==> config.mk <==
export PLATFORM = sky130hd
export DESIGN_NAME = ct_loader
export DESIGN_NICKNAME = d
export VERILOG_FILES = /design/src/rtl/ct_loader_pkg.sv /design/src/rtl/ct_loader.sv
export SDC_FILE = /design/constraint.sdc
export NUM_CORES = 1
export LEC_CHECK = 0
export ABC_AREA = 1
export BUFFER_PORTS_ARGS = -buffer_cell sky130_fd_sc_hd__buf_2
export CORE_AREA = 2 2 80 82
export DETAILED_ROUTE_END_ITERATION = 8
export DIE_AREA = 0 0 82 84
export GPL_ROUTABILITY_DRIVEN = 0
export GPL_TIMING_DRIVEN = 1
export PLACE_DENSITY = 0.74
export SYNTH_ARGS = -nofsm -noshare
export SYNTH_HDL_FRONTEND = slang
export SYNTH_SLANG_ARGS = --single-unit
export TNS_END_PERCENT = 5
==> constraint.sdc <==
create_clock -name clk -period 1.71 [get_ports clk]
set_clock_uncertainty 0.2 [all_clocks]
set_input_delay 0.0855 -clock clk [delete_from_list [all_inputs] [get_ports clk]]
set_output_delay 0.0855 -clock clk [all_outputs]
set_load 0.05 [all_outputs]
==> src/rtl/ct_loader_pkg.sv <==
// Shared types and constants for the ciphertext loader.
// Holds the FSM state encoding, bus widths and the length-byte acceptance rule.
// No logic beyond a pure combinational helper function.
package ct_loader_pkg;

    typedef enum logic [2:0] {
        IDLE,
        LOAD,
        LAUNCH,
        WAIT_DROP,
        WAIT_DONE
    } state_t;

    localparam int                   CT_ADDR_W = 8;
    localparam int                   KEY_W     = 24;
    localparam logic [CT_ADDR_W-1:0] LEN_ADDR  = 8'h00;

    // A length byte is usable only if it describes a non-empty message that fits.
    function automatic logic len_ok(input logic [7:0] len, input logic [7:0] max_len);
        return (len != 8'd0) && (len <= max_len);
    endfunction

endpackage

==> src/rtl/ct_loader.sv <==
// Purpose: loads a length-prefixed ciphertext stream into CT memory, launches the cracker, holds its result.
// Latency: each accepted byte is written 1 cycle later; crack_en rises L+2 cycles after the length byte.
// Backpressure: in_ready is high only in IDLE/LOAD; a bubble on in_valid simply stalls the load.
//
// Ports:
//   clk, rst                 - clock and asynchronous active-high reset
//   in_data/in_valid/in_ready - byte stream; first byte is L, then L ciphertext bytes
//   ct_addr/ct_wrdata/ct_wren - registered CT memory write port (length at 0, bytes at 1..L)
//   crack_en/crack_rdy       - start handshake with the cracker
//   crack_key/crack_key_valid - cracker result, sampled when it returns ready
//   key/key_valid/done       - held result, cleared when the next valid length byte is accepted
//   err                      - one-cycle pulse for a rejected length byte
module ct_loader
    import ct_loader_pkg::*;
#(
    parameter int MAX_LEN = 255
) (
    input  logic                 clk,
    input  logic                 rst,
    input  logic [7:0]           in_data,
    input  logic                 in_valid,
    output logic                 in_ready,
    output logic [CT_ADDR_W-1:0] ct_addr,
    output logic [7:0]           ct_wrdata,
    output logic                 ct_wren,
    output logic                 crack_en,
    input  logic                 crack_rdy,
    input  logic [KEY_W-1:0]     crack_key,
    input  logic                 crack_key_valid,
    output logic [KEY_W-1:0]     key,
    output logic                 key_valid,
    output logic                 done,
    output logic                 err
);

    localparam logic [7:0] MAX_LEN_B = 8'(MAX_LEN);

    state_t               state_q, state_d;
    logic [7:0]           len_q, len_d;
    logic [CT_ADDR_W-1:0] cnt_q, cnt_d;
    logic [CT_ADDR_W-1:0] cnt_nxt;
    logic                 ct_wren_q, ct_wren_d;
    logic [CT_ADDR_W-1:0] ct_addr_q, ct_addr_d;
    logic [7:0]           ct_wrdata_q, ct_wrdata_d;
    logic                 crack_en_q, crack_en_d;
    logic [KEY_W-1:0]     key_q, key_d;
    logic                 key_valid_q, key_valid_d;
    logic                 done_q, done_d;
    logic                 err_q, err_d;
    logic                 accept;

    assign in_ready = (state_q == IDLE) || (state_q == LOAD);
    assign accept   = in_valid && in_ready;
    // cnt_q is the address of the last byte written; the next data byte goes one above it.
    assign cnt_nxt  = cnt_q + 8'd1;

    always_comb begin
        state_d     = state_q;
        len_d       = len_q;
        cnt_d       = cnt_q;
        ct_wren_d   = 1'b0;
        ct_addr_d   = ct_addr_q;
        ct_wrdata_d = ct_wrdata_q;
        crack_en_d  = 1'b0;
        key_d       = key_q;
        key_valid_d = key_valid_q;
        done_d      = done_q;
        err_d       = 1'b0;

        case (state_q)
            IDLE: begin
                if (accept) begin
                    if (len_ok(in_data, MAX_LEN_B)) begin
                        len_d       = in_data;
                        cnt_d       = LEN_ADDR;
                        ct_wren_d   = 1'b1;
                        ct_addr_d   = LEN_ADDR;
                        ct_wrdata_d = in_data;
                        done_d      = 1'b0;
                        key_d       = '0;
                        key_valid_d = 1'b0;
                        state_d     = LOAD;
                    end else begin
                        // Rejected length: leave the held result untouched.
                        err_d = 1'b1;
                    end
                end
            end
            LOAD: begin
                if (accept) begin
                    cnt_d       = cnt_nxt;
                    ct_wren_d   = 1'b1;
                    ct_addr_d   = cnt_nxt;
                    ct_wrdata_d = in_data;
                    if (cnt_nxt == len_q) begin
                        state_d = LAUNCH;
                    end
                end
            end
            LAUNCH: begin
                // crack_en is registered, so it first rises one cycle after the last
                // write strobe; the launch is the first cycle it meets crack_rdy.
                if (crack_en_q && crack_rdy) begin
                    state_d = WAIT_DROP;
                end else begin
                    crack_en_d = 1'b1;
                end
            end
            WAIT_DROP: begin
                if (!crack_rdy) begin
                    state_d = WAIT_DONE;
                end
            end
            WAIT_DONE: begin
                if (crack_rdy) begin
                    key_d       = crack_key;
                    key_valid_d = crack_key_valid;
                    done_d      = 1'b1;
                    state_d     = IDLE;
                end
            end
            default: begin
                state_d = IDLE;
            end
        endcase
    end

    always_ff @(posedge clk or posedge rst) begin
        if (rst) begin
            state_q     <= IDLE;
            len_q       <= '0;
            cnt_q       <= '0;
            ct_wren_q   <= 1'b0;
            ct_addr_q   <= '0;
            ct_wrdata_q <= '0;
            crack_en_q  <= 1'b0;
            key_q       <= '0;
            key_valid_q <= 1'b0;
            done_q      <= 1'b0;
            err_q       <= 1'b0;
        end else begin
            state_q     <= state_d;
            len_q       <= len_d;
            cnt_q       <= cnt_d;
            ct_wren_q   <= ct_wren_d;
            ct_addr_q   <= ct_addr_d;
            ct_wrdata_q <= ct_wrdata_d;
            crack_en_q  <= crack_en_d;
            key_q       <= key_d;
            key_valid_q <= key_valid_d;
            done_q      <= done_d;
            err_q       <= err_d;
        end
    end

    assign ct_wren   = ct_wren_q;
    assign ct_addr   = ct_addr_q;
    assign ct_wrdata = ct_wrdata_q;
    assign crack_en  = crack_en_q;
    assign key       = key_q;
    assign key_valid = key_valid_q;
    assign done      = done_q;
    assign err       = err_q;

endmodule
## Yosys cells after proc, flatten, opt, wreduce, memory -nomap -nowiden

Index checks and enable logic that the tools add are counted.
W data, S select, Z words.

- Register bits: 56
- Memory bits (read-only): 0
- RAM bits: 0
- Logic and storage cells: 71
- Bits of input ports: 37
- Latch bits: 0
- Output and inout bits: 46
- Memories: 0

- Bitwise logic cells: 0
- Add/sub/neg operators: 1
- Equality and inequality tests: 12
- Div/mod/pow operators: 0
- Multiply operators: 0
- Multiplexer cells: 35
- Reductions and logical operators: 12
- Order comparisons: 1
- Shift operators: 0

Operator list:

| kind | number |
|---|---|
| $mux W24 | 3 |
| $mux W8 | 6 |
| $pmux W24 S2 | 1 |
| $pmux W8 S2 | 2 |
| $mux W3 | 7 |
| $pmux W3 S5 | 1 |
| $mux W1 | 12 |
| $ne A2 B2 Y1 const B | 5 |
| $add A8 B1 Y8 const B | 1 |
| $eq A8 B8 Y1 | 1 |
| $le A8 B8 Y1 const B | 1 |
| $reduce_and A4 Y1 | 2 |
| $reduce_bool A8 Y1 | 1 |
| $reduce_and A7 Y1 | 1 |
| $eq A3 B2 Y1 const B | 2 |
| $pmux W1 S2 | 3 |
| $ne A2 B1 Y1 const B | 2 |
| $reduce_bool A2 Y1 | 2 |
| $eq A3 B1 Y1 const B | 1 |
| $eq A3 B3 Y1 const B | 1 |
| $logic_and A1 B1 Y1 | 3 |
| $logic_not A3 Y1 | 1 |
| $reduce_and A3 Y1 | 1 |
| $logic_or A1 B1 Y1 | 1 |

## Longest topological paths before layout

Gate-level depths: netlist of the first run.

- Depth after elaboration: 5
- Mapped depth: 14

## Least setup slack after synthesis of the first run

Ideal clock, no wire load.

- Path type: register -> register
- Start point: register state_q[1]
- End point: register ct_addr_q[3], in the netlist ct_addr[3]
- Library setup time: 0.131 ns
- Path slack: -0.535 ns
- Cell stages (with the launch flop): 8
- Required time: 1.379 ns
- Path buffers: 1
- Data arrival time: 1.914 ns
- Path through: dfrtp_1 -> nor2_1 -> nand2_1 -> inv_1 -> nand2_2 -> nand2_2 -> buf_4 -> o22ai_1

- Longest elaborated chain between the ends: 5
- Elaborated cells on any way between the ends: 10
- Classes of those cells: 4 x eq/ne; 1 x mux; 5 x reduce/logical

Ends and longest elaborated chain:

| what | line | RTL |
|---|---|---|
| from (decl) | ct_loader.sv:38 | `state_t state_q, state_d;` |
| from (signal assigned) | ct_loader.sv:142 | `state_q <= state_d;` |
| $eq A3 B1 Y1 / $logic_not A3 Y1 (equally long branches) | ct_loader.sv:52 | `assign in_ready = (state_q == IDLE) \|\| (state_q == LOAD);` |
| $logic_or A1 B1 Y1 * | ct_loader.sv:52 |  |
| net in_ready | ct_loader.sv:22 | `output logic in_ready,` |
| $logic_and A1 B1 Y1 * | ct_loader.sv:53 | `assign accept = in_valid && in_ready;` |
| $ne A2 B2 Y1 (no line) | - |  |
| $reduce_and A4 Y1 (no line) * | - |  |
| to (signal assigned) | ct_loader.sv:146 | `ct_addr_q <= ct_addr_d;` |
| to (decl) | ct_loader.sv:43 | `logic [CT_ADDR_W-1:0] ct_addr_q, ct_addr_d;` |

The timed path passes the listed nets; every way through them passes the cells marked *.
A chain may end at the register's enable or synchronous reset.

==> results by group, run 1 <==
Outcome
  – Status: finished, violations left
  – Failing checks: negative setup slack

Synth
  – Largest cells by area after synthesis: dfrtp_1 52%, nand3_1 14%, nand2_1 11%
  – Cells after Synth: 320
  – Synth warn: 0
  – Mapped Avg Cell Area: 8.38 um2
  – Synthesized area: 2680 um2
  – Seq/Total Area, Yosys: 52.3%
  – Area leader, netlist: dfrtp_1
  – Synth top area share: 52.3%
  – #FFs+latches synth: 56
  – Syn_nets: 358
  – Count of cell types in the netlist: 29

Routing
  – Vias: 2750
  – Drt via density: 5.18
  – Drt total wl: 7210 um
  – Post-DRT Antenna Nets: 0
  – DR DRC count: 0
  – Wirelength per Cell: 13.6 um
  – 1st-iter DRT viols: 141
  – Drt first pass iters: 4

Global routing
  – Largest net degree at the start of global routing: 31
  – Total GRT Usage: 22.2%
  – Vias in the first global route: 2651
  – First-pass GRT wire length: 12100 um
  – Remaining global-route overflow: 0
  – Initial antenna violation count: 0

Timing
  – Worst Max-Slew Pin Slew: 476 ps
  – Hold Vio Cnt, Final: 0
  – Min Tclk post-route: 1820 ps
  – Slew Limit Fails: 0
  – Fmax: 549 MHz
  – Rel. slew slack: 68.2%
  – Final Cycle Share: 106%
  – RSZ-0062 raised after global routing: true
  – Final setup violation count: 5
  – Fin worst setup slack: -111 ps

Placed design
  – DP Worst Slack: -168 ps
  – Post-DP Area: 3370 um2
  – Hpwl dp: 4720 um
  – PortBufs: 82

Clocking
  – Number of CTS-inserted buffers: 5
  – Clock transition at path regs: 100 ps
  – H-tree depth: 2
  – Clk_lat worst skew: 310 ps
  – CTS root buffer: clkbuf_8
  – Max Root-Sink Buffers: 2
  – CTS tree: built
  – CTS Sinks: 56

Power
  – Power Dens Cells: 1950 nW/um2
  – Maximum VDD drop: 1.67 mV
  – LEAKAGE: 2.11 nW

Floorplanning
  – Row count: 29
  – Die width: 82 um
  – Starting density of the core: 44.0%
  – Core area: 6100 um2
  – Chip height: 84 um
  – Die footprint: 6890 um2
  – IO Pins: 83

Worst setup path
  – Worst setup path category: reg -> reg
  – Worst-path fanout max: 4
  – Crit path from: ct_addr[0]
  – Critical Path Source Type: register
  – CP arrival: 1830 ps
  – Worst EP required: 1720 ps
  – R2r startpoint: ct_addr[0]
  – CP Capture Type: register

Finish
  – Final nets: 491
  – Share of layout cells above drive strength 1: 34.8%
  – Synth-to-Final Area Change: 47.2%
  – Final instance area: 3950 um2
  – # diodes: 0
  – # fillers: 497

Worst hold path
  – Hold path start: in_data[1]
  – Worst Hold Class: in -> reg

Run
  – Max-cap violations: 0
[sequential cells by signal, indices dropped and copies added (netlist names)]
name and cells:
ct_wren 1, err 1, ct_wrdata 8, ct_addr 8, state_q 3, done 1
len_q 8, crack_en 1, key_valid 1, key 24
[worst paths after layout]
check	end	slack (ps)	cells past startpoint
max	state_q[0]	-110	13
min in group asynchronous	key[5]	120	3
min	err	20	6
max in group asynchronous	ct_addr[0]	640	4
max reg2reg	state_q[0]	-110	13
min reg2reg	crack_en	260	1
[per-layer routing]
metal  global-route usage (%)  up-vias  part of all wire, %
met2                     36.0      135                   50
met1                     29.9     1290                   40
met3                     4.65       14                  7.9
met5                        0        -                    0
met4                     5.76        0                  1.4
li1                         -     1311                    -
[worst max-delay path: stages, from the launching register on]
cell and delay [ps]:
dfrtp_2 450, ha_4 180, nand2_4 100, nand2_2 80
nand2_1 70, nand2_1 50, inv_1 70, nand3_2 60
nor2_2 120, nand3_2 100, nand2_4 90, nand2_1 50
nand2_1 60, nand2_1 50
[Yosys cell counts (all sizes together)]
library cell  count
nand2            87
nand3            75
dfrtp            56
inv              31
nor2             22
buf              13
o21ai            11
a21oi             9
o22ai             6
nand4             2
clkbuf            1
ha                1
nand3b            1
o211ai            1
o21a              1
o21bai            1
xnor2             1
xor2              1
[cell usage in the layout, fill, tap and decap left out, types with 2 or more instances in the layout]
cell | synthesis | final
a21oi_2 | 4 | 4
a21oi_1 | 5 | 5
nor2_1 | 17 | 11
o21ai_1 | 2 | 2
buf_12 | 0 | 6
buf_2 | 6 | 82
nand2_2 | 5 | 9
inv_2 | 1 | 4
o21ai_0 | 9 | 9
dfrtp_2 | 0 | 7
dlygate4sd3_1 | 0 | 36
nand4_1 | 2 | 2
nor2_2 | 3 | 6
dfrtp_1 | 56 | 49
nand2_1 | 81 | 75
buf_4 | 1 | 15
nor2_4 | 1 | 4
o22ai_1 | 6 | 6
inv_1 | 30 | 27
bufinv_16 | 0 | 2
nand3_1 | 75 | 68
nand3_2 | 0 | 7
clkbuf_8 | 0 | 5
nand2_4 | 0 | 2
[through the flow]
stage	TNS, ps	std cells	util [%]	hold WS, ps	total power (W)
6_report	-192	531	64.8	15.3	0.00768
5_1_grt	-2520	531	64.8	24.6	0.00815
4_1_cts	-237	531	63.7	5.93	0.00759
3_5_place_dp	-335	485	55.2	-69.0	0.00643
3_3_place_gp	-26.6	485	55.2	-70.7	0.00634
2_1_floorplan	-1710	320	-	-12.0	0.00526
[timing repair]
item	4_1_cts	5_1_grt
setup buffers	2	0
hold buffers	36	0
hold endpoints to repair	103	0
endpoints found under the setup margin	3	45
gates resized for setup	2	19
pin swaps	0	8
[final cells by class]
cell class,instances,area [um2],share of cell area (%)
Clock buffer,5,68.8,1.74
Clock inverter,3,68.8,1.74
Inverter,31,116,2.95
Multi-Input combinational cell,219,1170,29.7
Sequential cell,56,1410,35.7
Tap cell,77,96.3,2.44
Timing Repair Buffer,140,1010,25.7
[power breakdown]
| group | switching [W] | internal [W] | total [W] |
|---|---|---|---|
| clock | 0.000451 | 0.000590 | 0.00104 |
| combinational | 0.00302 | 0.00136 | 0.00438 |
| sequential | 0.000385 | 0.00188 | 0.00226 |
[logic make-up (layout without fill, tap and decap cells)]
| group | Yosys count | count (layout) | synth area share, % |
|---|---|---|---|
| xor gates and xnor gates | 2 | 2 | 0.653 |
| buffers and inverters | 45 | 179 | 7.84 |
| and+or+nand+nor | 187 | 187 | 32.2 |
| adders and majority gates | 1 | 1 | 0.467 |
| AOI/OAI and AO/OA | 29 | 29 | 6.53 |
| DFF | 56 | 56 | 52.3 |
No activity file was read; power rests on OpenSTA's default activity.
==> run 2: changes to the inputs <==
- CORE_AREA: 2 2 80 82 -> 2 2 78 80
- DIE_AREA: 0 0 82 84 -> 0 0 80 82
- clock period: 1.71 -> 1.7 ns (I/O delays scaled with it)
==> run 2 against run 1 <==
  * The flow still finishes with violations (negative setup slack)
  * Highest routed layer unchanged
  * Routed wire length is 4.3% lower
  * Sequential power hardly changed
  * Cell area is 3.5% lower
  * Setup slack better by 28 ps
  * Global-route usage hardly changed
  * Largest power group unchanged
  * Critical endpoint unchanged
  * First-iteration DRC count is 6.4% lower
==> results by group, run 2 (synthesis results as in run 1) <==
Timing
  – Final setup violation count: 5
  – Final Cycle Share: 105%
  – Hold slack: 59.3 ps
  – Fin worst setup slack: -83.1 ps
  – Min Tclk post-route: 1780 ps
  – Fmax: 561 MHz
  – RSZ-0062 raised after global routing: true
  – Rel. slew slack: 68.0%
  – Hold Vio Cnt, Final: 0
  – Worst Max-Slew Pin Slew: 479 ps
  – Slew Limit Fails: 0

Routing
  – Wirelength per Cell: 13.1 um
  – Drt via density: 4.98
  – DR DRC count: 0
  – Drt first pass iters: 5
  – 1st-iter DRT viols: 132
  – Post-DRT Antenna Nets: 0
  – Drt total wl: 6900 um
  – Vias: 2629

Finish
  – Max reg flops: 24
  – Most frequent cells in the layout: 82 x buf_2, 78 x nand2_1, 73 x nand3_1
  – Most common cell after layout, fill and taps aside: buf_2
  – Register area: 1410 um2
  – Post-route insts no fill: 528
  – Final core utilization: 66.3%
  – Final nets: 491
  – # fillers: 485
  – Synth-to-Final Area Change: 42.1%
  – Share of layout cells above drive strength 1: 33.3%
  – # diodes: 0
  – Multi-input gate area: 1140 um2
  – Final instance area: 3810 um2

Floorplanning
  – Die footprint: 6560 um2
  – IO Pins: 83
  – Core area: 5750 um2
  – Starting density of the core: 46.7%
  – Die width: 80 um
  – Chip height: 82 um
  – Row count: 28

Worst setup path
  – Critical Path Source Type: register
  – CP Capture Type: register
  – CP arrival: 1790 ps
  – Worst EP required: 1700 ps
  – Worst-path fanout max: 4
  – Worst setup path category: reg -> reg

Placed design
  – Post-Place Cells: 483
  – Post-DP Area: 3310 um2
  – Hpwl dp: 4500 um
  – PortBufs: 82

Clocking
  – Clock transition at path regs: 90 ps
  – Number of CTS-inserted buffers: 5
  – Clk_lat worst skew: 310 ps
  – CTS root buffer: clkbuf_8
  – CTS Sinks: 56
  – H-tree depth: 2
  – CTS tree: built
  – Max Root-Sink Buffers: 2

Worst hold path
  – Worst Hold Class: in -> reg

Global routing
  – Met1 Track Usage GR: 28.7%
  – Initial antenna violation count: 0
  – First-pass GRT wire length: 11400 um
  – Met3 Resource Use GR: 5.60%
  – Total GRT Usage: 22.2%
  – Vias in the first global route: 2502
  – Largest net degree at the start of global routing: 31
  – Remaining global-route overflow: 0
  – GRT met2 Usage: 37.2%
  – Most Crowded Layer GR: met2

Outcome
  – Failing checks: negative setup slack
  – Status: finished, violations left

Run
  – Max-cap violations: 0

Power
  – LEAKAGE: 2.05 nW
  – Power Dens Cells: 1880 nW/um2
  – Maximum VDD drop: 1.25 mV
run 2: worst max-delay path, stage by stage (launching register included):
cell and delay (ps):
dfrtp_2 450, ha_4 180, nand2_4 80, nor2_4 60, nand2_1 80, nand2_1 70, nand3_1 60, nand2_1 50
nor2_1 110, nand3_1 110, nand2_2 110, nand2_1 50, nand2_1 50, nand2_1 40
run 2: final timing paths:
| check | from | endpoint | slack, ps | cells past startpoint |
|---|---|---|---|---|
| max | ct_addr[1] | state_q[0] | -80 | 13 |
| max reg2reg | ct_addr[1] | state_q[0] | -80 | 13 |
| max in group asynchronous | rst | ct_addr[2] | 620 | 4 |
| min reg2reg | crack_en | crack_en | 270 | 1 |
| min | in_data[3] | err | 60 | 6 |
| min in group asynchronous | rst | key[23] | 140 | 3 |
run 2: timing repair:
item / CTS / global route
resized for setup: 2 / 13
setup endpoints to repair: 28 / 53
hold buffers: 36 / 0
pin swaps: 0 / 3
buffers inserted: 2 / 0
hold endpoints to repair: 103 / 0
run 2: where the power goes:
part           leakage [nW]  switching, W  total, W  internal (W)
registers             0.722      0.000384   0.00227       0.00189
logic                  1.29       0.00293   0.00417       0.00124
clock network        0.0406      0.000441  0.000729      0.000288
total                  2.05       0.00376   0.00717       0.00341
run 2: per-stage QoR:
| stage | setup TNS [ps] | power (W) | worst slack [ps] |
|---|---|---|---|
| after detailed placement | -269 | 0.00631 | -103 |
| after global placement | -37.9 | 0.00624 | -37.4 |
| after global routing | -3220 | 0.00765 | -192 |
| final | -145 | 0.00717 | -83.1 |
| after floorplan | -1960 | 0.00529 | -142 |
| after CTS | -122 | 0.00716 | -79.3 |
run 2: layout make-up:
class | count | share of cell area [%]
multi-input combinational | 219 | 29.8
tap | 75 | 2.46
clock inverter | 2 | 0.427
clock buffer | 5 | 1.81
inverter | 31 | 3.05
sequential | 56 | 37.0
timing repair buffer | 140 | 25.4
run 2: per-layer routing:
layer	share of wire, %	vias up	routed length (um)
met5	0	-	0
met4	1.0	0	72
met3	6.2	8	426
met2	51	94	3490
met1	42	1221	2910
li1	-	1306	-
==> run 3: changes to the inputs <==
- CELL_PAD_IN_SITES_DETAIL_PLACEMENT: not set -> 0
- CELL_PAD_IN_SITES_GLOBAL_PLACEMENT: not set -> 2
- CORE_AREA: 2 2 78 80 -> 2 2 100 102
- DIE_AREA: 0 0 80 82 -> 0 0 102 104
- PLACE_DENSITY: 0.74 -> not set
- PLACE_DENSITY_LB_ADDON: not set -> 0.1
==> run 3 against run 2 <==
  * The run still ends with negative setup slack left
  * Non-clock buffer count increased by 9
  * Worst hold slack got worse by 43 ps
  * Global-route usage decreased by 7.4 points
  * Clock-buffer cell count increased by 1
  * Flip-flop and latch count unchanged
  * Cell area increased by 5.4%
  * Routed wire length increased by 9.3%
  * Core utilization decreased by 24 points
  * Final cell count increased by 13%
  * Sequential power about the same
  * Largest power group unchanged
==> results by group, run 3 (synthesis results as in run 1) <==
Worst setup path
  – CP arrival: 1790 ps
  – R2R depth: 12
  – Worst path top cell family by delay: simple AND/OR/NAND/NOR gates
  – WP buf/inv: 0
  – Worst EP required: 1710 ps
  – Worst path most repeated cell: nand2_1
  – Worst setup path category: reg -> reg
  – Crit-path slowest cell: dfrtp_2
  – Crit path cell chain: ha_4 -> nand2_4 -> nor2_4 -> nand3_2 -> nand3_2 -> nand2_1 -> nor2_1 -> nand3_1 -> nand2_2 -> nand2_1 -> nand2_1 -> nand2_1
  – Crit path largest cell delay: 430 ps
  – CP Capture Type: register
  – Critical Path Source Type: register
  – Worst-path fanout max: 4
  – Cell count along the critical path: 12

Outcome
  – Status: finished, violations left
  – Failing checks: negative setup slack

Finish
  – Synth-to-Final Area Change: 49.8%
  – # diodes: 0
  – Post-route insts no fill: 596
  – Final nets: 500
  – Final core utilization: 42.1%
  – Most frequent cells in the layout: 82 x buf_2, 77 x nand2_1, 71 x nand3_1
  – Most common cell after layout, fill and taps aside: buf_2
  – Final instance area: 4020 um2
  – Share of layout cells above drive strength 1: 34.1%
  – Max reg flops: 24

Global routing
  – Initial antenna violation count: 0
  – First-pass GRT wire length: 12700 um
  – Largest net degree at the start of global routing: 57
  – Total GRT Usage: 14.8%
  – Vias in the first global route: 2621
  – Remaining global-route overflow: 0

Floorplanning
  – IO Pins: 83
  – Die footprint: 10600 um2
  – Die width: 102 um
  – Row count: 36
  – Core area: 9550 um2
  – Chip height: 104 um
  – Starting density of the core: 28.1%

Placed design
  – Post-Place Cells: 551
  – PortBufs: 82
  – DP Worst Slack: -116 ps
  – Post-DP Area: 3520 um2
  – Hpwl dp: 5180 um

Timing
  – Final setup violation count: 3
  – Hold slack: 16.2 ps
  – Slew Limit Fails: 0
  – Fin worst setup slack: -84.8 ps
  – Worst Max-Slew Pin Slew: 313 ps
  – Final Cycle Share: 105%
  – Rel. slew slack: 79.1%
  – Min Tclk post-route: 1780 ps
  – RSZ-0062 raised after global routing: true
  – Hold Vio Cnt, Final: 0
  – Fmax: 560 MHz

Routing
  – Wirelength per Cell: 12.7 um
  – 1st-iter DRT viols: 78
  – Post-DRT Antenna Nets: 0
  – Vias: 2597
  – Drt via density: 4.36
  – DR DRC count: 0
  – Drt total wl: 7550 um
  – Drt first pass iters: 4

Clocking
  – Clk_lat worst skew: 310 ps
  – CTS root buffer: clkbuf_8
  – CTS tree: built
  – Number of CTS-inserted buffers: 5
  – H-tree depth: 2
  – CTS Sinks: 56
  – Clock transition at path regs: 100 ps
  – Max Root-Sink Buffers: 2

Power
  – Maximum VDD drop: 1.27 mV
  – LEAKAGE: 2.12 nW
  – Power Dens Cells: 1850 nW/um2

Worst hold path
  – Worst Hold Class: in -> reg
  – Hold Path Cell Cnt: 6

Run
  – Max-cap violations: 0
[run 3: cell count changes in the layout (fill, tap and decap cells not counted), sizes merged]
| cell | before | now |
|---|---|---|
| clkbuf | 5 | 6 |
| clkinv | 0 | 1 |
| buf | 104 | 113 |
| inv | 32 | 31 |
[run 3: layout make-up]
cell class              instances  area, um2
clock buffers                   6       72.6
multi-input cells             219       1140
clock inverters                 2       16.3
flip-flops and latches         56       1410
repair buffers                149       1090
fillers                      1019       5530
inverters                      31        116
well taps                     133        166
[run 3: per-stage QoR]
step	total power, W	setup TNS [ps]
3_3_place_gp	0.00665	-158
6_report	0.00743	-132
3_5_place_dp	0.00666	-247
2_1_floorplan	0.00529	-1960
5_1_grt	0.00796	-1210
4_1_cts	0.00751	-219
[run 3: path summary, 6_finish.rpt]
check,start,endpoint,slack [ps]
max in group asynchronous,rst,ct_addr[5],850
max reg2reg,ct_addr[1],state_q[0],-80
min,in_data[4],err,20
max,ct_addr[1],state_q[0],-80
min reg2reg,crack_en,crack_en,270
min in group asynchronous,rst,key[14],160
[run 3: worst reg2reg max path, cell delays in order (launching register included)]
cell     delay (ps)
dfrtp_2         430
ha_4            160
nand2_4          70
nor2_4          140
nand3_2         110
nand3_2          80
nand2_1          50
nor2_1           90
nand3_1         120
nand2_2         110
nand2_1          60
nand2_1          50
nand2_1          40
[run 3: layer usage]
layer	up-vias	global-route usage, %	routed length [um]
li1	1326	-	-
met1	1202	20.4	3550
met2	61	23.4	3490
met3	8	3.83	417
met4	0	3.24	87
met5	-	0	0
[run 3: where the power goes]
part	internal (W)	total [W]	switching [W]
Sequential	0.00189	0.00225	0.000361
Clock	0.000295	0.000760	0.000465
Combinational	0.00142	0.00442	0.00300
[run 3: what timing repair did]
item / CTS / global route
hold endpoints to repair: 103 / 0
resized for setup: 2 / 9
pin swaps: 3 / 2
buffers inserted: 0 / 1
hold buffers: 36 / 0
endpoints found under the setup margin: 3 / 45
